$ cat src/rtl/oam_dma.sv
// OAM DMA initiator: copies BYTES bytes from {src,8'h00} into OAM, one byte per
// CYCLES_PER_BYTE clocks, after a START_DELAY lead-in. All outputs registered.
module oam_dma #(
  parameter int BYTES           = 160,
  parameter int CYCLES_PER_BYTE = 4,
  parameter int START_DELAY     = 4
) (
  input  logic        clk,
  input  logic        reset,
  input  logic        reg_we,
  input  logic [7:0]  reg_wdata,
  output logic [7:0]  reg_rdata,
  output logic        busy,
  output logic        mem_en,
  output logic [15:0] mem_addr,
  input  logic [7:0]  mem_rdata,
  output logic        oam_we,
  output logic [7:0]  oam_addr,
  output logic [7:0]  oam_wdata
);

  // state  | meaning
  // IDLE   | no transfer, busy low
  // START  | lead-in after register write, cnt counts down to first slot
  // ACTIVE | byte slots; phase 0 read, phase 1 capture, phase 2 OAM write

  localparam int IW = (BYTES > 1) ? $clog2(BYTES) : 1;
  localparam int PW = $clog2(CYCLES_PER_BYTE);
  localparam int SW = $clog2(START_DELAY + 1);

  localparam logic [IW-1:0] LAST_IDX  = IW'(BYTES - 1);
  localparam logic [PW-1:0] LAST_PH   = PW'(CYCLES_PER_BYTE - 1);
  localparam logic [PW-1:0] CAP_PH    = PW'(1);
  localparam logic [SW-1:0] START_CNT = SW'(START_DELAY - 1);

  typedef enum logic [1:0] {IDLE, START, ACTIVE} state_t;

  state_t          state;
  logic [7:0]      eff;
  logic [IW-1:0]   idx;
  logic [PW-1:0]   phase;
  logic [SW-1:0]   cnt;
  logic [IW-1:0]   idx_next;

  assign idx_next = idx + 1'b1;

  always_ff @(posedge clk) begin
    if (reset) begin
      state     <= IDLE;
      eff       <= 8'h00;
      idx       <= '0;
      phase     <= '0;
      cnt       <= '0;
      reg_rdata <= 8'h00;
      busy      <= 1'b0;
      mem_en    <= 1'b0;
      mem_addr  <= 16'h0000;
      oam_we    <= 1'b0;
      oam_addr  <= 8'h00;
      oam_wdata <= 8'h00;
    end else begin
      mem_en <= 1'b0;
      oam_we <= 1'b0;
      // A register write always (re)starts, aborting whatever slot is in flight.
      if (reg_we) begin
        reg_rdata <= reg_wdata;
        eff       <= (reg_wdata >= 8'hE0) ? reg_wdata - 8'h20 : reg_wdata;
        state     <= START;
        busy      <= 1'b1;
        idx       <= '0;
        phase     <= '0;
        cnt       <= START_CNT;
      end else begin
        case (state)
          IDLE: ;
          START: begin
            if (cnt == '0) begin
              state    <= ACTIVE;
              phase    <= '0;
              mem_en   <= 1'b1;
              mem_addr <= {eff, 8'h00};
            end else begin
              cnt <= cnt - 1'b1;
            end
          end
          ACTIVE: begin
            // Read data is valid only in phase 1; it lands directly in the write-data reg.
            if (phase == CAP_PH) begin
              oam_we    <= 1'b1;
              oam_addr  <= 8'(idx);
              oam_wdata <= mem_rdata;
            end
            if (phase == LAST_PH) begin
              if (idx == LAST_IDX) begin
                state <= IDLE;
                busy  <= 1'b0;
              end else begin
                idx      <= idx_next;
                phase    <= '0;
                mem_en   <= 1'b1;
                mem_addr <= {eff, 8'h00} + 16'(idx_next);
              end
            end else begin
              phase <= phase + 1'b1;
            end
          end
          default: state <= IDLE;
        endcase
      end
    end
  end

endmodule

$ cat config.mk
export PLATFORM = sky130hd
export DESIGN_NAME = oam_dma
export DESIGN_NICKNAME = d
export VERILOG_FILES = /design/src/rtl/oam_dma.sv
export SDC_FILE = /design/constraint.sdc
export NUM_CORES = 1
export LEC_CHECK = 0
export ABC_AREA = 1
export CORE_MARGIN = 8
export CORE_UTILIZATION = 49
export DETAILED_ROUTE_END_ITERATION = 10
export GPL_TIMING_DRIVEN = 0
export PLACE_DENSITY = 0.75
export SLEW_MARGIN = 30
export SYNTH_ARGS = -nofsm -noshare
export SYNTH_HDL_FRONTEND = slang
export SYNTH_SLANG_ARGS = --single-unit
export TNS_END_PERCENT = 10
$ cat constraint.sdc
create_clock -name clk -period 2 [get_ports clk]
set_input_delay 0.4 -clock clk [delete_from_list [all_inputs] [get_ports clk]]
set_output_delay 0.4 -clock clk [all_outputs]
set_load 0.01 [all_outputs]
==> metrics <==
CTS max path bufs 2; Routability Congestion 0.863; CTS tree built; overall power 2920 uW; endpoints failing hold 0; clock transition at the registers of the reported paths 0.07 ns; Die Wd 89.3 um; Post-DP Area 3330 um2; root buf cell clkbuf_8; nets@finish 438; vias 2393; final setup margin 0.238 ns; fmax 0.568 GHz; multi-input logic area 1190 um2; row count 26; Initial DRC Count 142; layout cells sized above 1 0.116; port buffer count 61; area leader, netlist dfxtp_1; Setup TNS Final 0 ns; critical path class flip-flop to flip-flop; Cell variety after synth 29; Setup Skew 0.00591 ns; dpl hpwl 4.92 mm; Mean Syn Cell Area 7.78 um2; CP required 2.20 ns; grt total ovfl 0; Core ar. 5140 um2; H-tree levels 3; Final Core Density 0.698; Area contributors post-synth dfxtp_1 (46%), nand2_1 (9.7%), nor2_1 (7.0%), a21oi_1 (5.1%), nand3_1 (4.9%); Clk pwr share 0.481; Sink Count 61; IR drop worst, VDD 0.000612 V; CTS buffer count 9; mapped cell area 2630 um2; status completed; # DRC 0; Mapped Nets 366; min Tclk post-route 1.76 ns; final worst-path cycle share 0.881; hold-fix buffers at CTS 0; # resized after CTS 0; register area share after synthesis 0.464; Worst Tran Pin Value 0.537 ns; CP Capture Type flip-flop; Syn Inst Count 338; overall routing resource usage 0.176; sequential share of power 0.432; Initial Util 0.512; clock latency on the worst-skew pair 0.33 ns; top cell type's share of synthesized area 0.464; Fill cells 438; first-pass GRT wire length 10.8 mm; critical path arrival 1.96 ns; leakage 0.00148 uW; startpoint types flip-flop; Setup-failing EPs final 0; Setup Buffers After CTS 0; largest net degree at the start of global routing 11; PwrDens 812 nW/um2; final wirelength 6.58 mm; Die Ht 89.3 um; Power Internal 2300 uW; IO Count 62; max_cap viols 0; Synthesis Warnings 0; Psw 620 uW; Register Area 1220 um2; antenna violations before repair 0; pre-CTS setup slack 0.0675 ns; Hold Path Depth 2; vias in the first global route 2318; Die ar. 7970 um2; Pre-Repair DR Iteration Count 4; worst-case reg-to-reg path depth 9; Via density 4.93; # diodes 0; final antenna-violating net count 0; Area Overhead vs Synth 36.4%; Rel. slew slack 0.642; Synth Register Bits 61; Finished Cell Area 3590 um2; maximum fanout along the worst path 10; switching share of power 0.213; unrepaired setup endpoints after global routing false; HP Class flip-flop to flip-flop; drt wl/cell 13.6 um; Comb pwr share 0.087; Max Slew Vio Count 0
[worst max-delay path, stage by stage, from the launching register on]
cell	delay [ns]
dfxtp_1	0.35
inv_1	0.07
ha_1	0.30
nand2_1	0.16
nand2_2	0.08
nor2_4	0.26
nand2_4	0.13
buf_6	0.17
nand2_1	0.06
a21oi_1	0.06
[power groups by stage]
stage	Combinational, uW	Clock [uW]	Sequential, uW
detailed placement	252	0	1290
CTS	254	1420	1260
floorplan	142	0	1290
global route	280	1480	1260
global placement	245	0	1290
finish	253	1400	1260
[metrics by stage]
stage	hold slack (ns)	instances
floorplan	0.440	338
global placement	0.440	469
detailed placement	0.443	469
CTS	0.457	485
global route	0.479	485
finish	0.457	485
[cell usage in the layout, fill, tap and decap left out, types with 5 or more instances in the layout]
| cell type | Yosys | final |
|---|---|---|
| nand2_1 | 68 | 68 |
| dfxtp_1 | 61 | 61 |
| clkdlybuf4s50_1 | 0 | 61 |
| nor2_1 | 49 | 49 |
| a21oi_1 | 27 | 27 |
| inv_1 | 26 | 26 |
| nand3_1 | 26 | 26 |
| o21ai_0 | 22 | 22 |
| clkbuf_8 | 0 | 12 |
| ha_1 | 9 | 9 |
| nand2_2 | 5 | 5 |
| buf_2 | 5 | 5 |
| a22o_1 | 5 | 5 |
| buf_4 | 5 | 5 |
[synth_stat cells, drive strengths merged]
master   n
clkbuf   2
or2      1
a32o     3
dfxtp   61
o21a     1
o21ai   23
nand3   28
a22o     5
xor2     2
buf     14
nand4    1
ha       9
a21oi   29
nor2    53
nand2   75
inv     30
a211oi   1
[layer usage]
layer,track usage,part of all wire
met1,0.209,0.45
met2,0.290,0.50
met3,0.0340,0.029
met4,0.0997,0.021
met5,0,0
[registers in the layout, indices dropped and copies added (netlist names), 2 cells and up]
register,count
cnt,3
eff,3
idx,8
mem_addr,16
oam_addr,8
oam_wdata,8
phase,2
reg_rdata,8
state,2
[final cells by class]
cell class	instances	area share
tap	70	0.0244
clock buffer	13	0.0471
clock inverter	3	0.0251
multi-input combinational	231	0.332
inverter	30	0.0314
sequential	61	0.340
timing repair buffer	61	0.170
buffer	16	0.0300
[logic make-up after synthesis]
logic type,Yosys count,synth area share
and+or+nand+nor,158,0.267
buffers and inverters,46,0.0837
AOI/OAI and AO/OA,62,0.136
adders and majority gates,9,0.0428
xor gates and xnor gates,2,0.00666
DFF,61,0.464
[path summary, 6_finish.rpt]
path	start	end	slack, ns
worst max-delay path	state[0]$_SDFFE_PP0P_	mem_addr[10]$_SDFFE_PP0P_	0.24
worst min-delay path	reg_rdata[7]$_SDFFE_PP0P_	reg_rdata[7]$_SDFFE_PP0P_	0.46
worst max register to register	state[0]$_SDFFE_PP0P_	mem_addr[10]$_SDFFE_PP0P_	0.24
worst min register to register	reg_rdata[7]$_SDFFE_PP0P_	reg_rdata[7]$_SDFFE_PP0P_	0.46
Note: power is estimated with default switching activity, not from simulation.
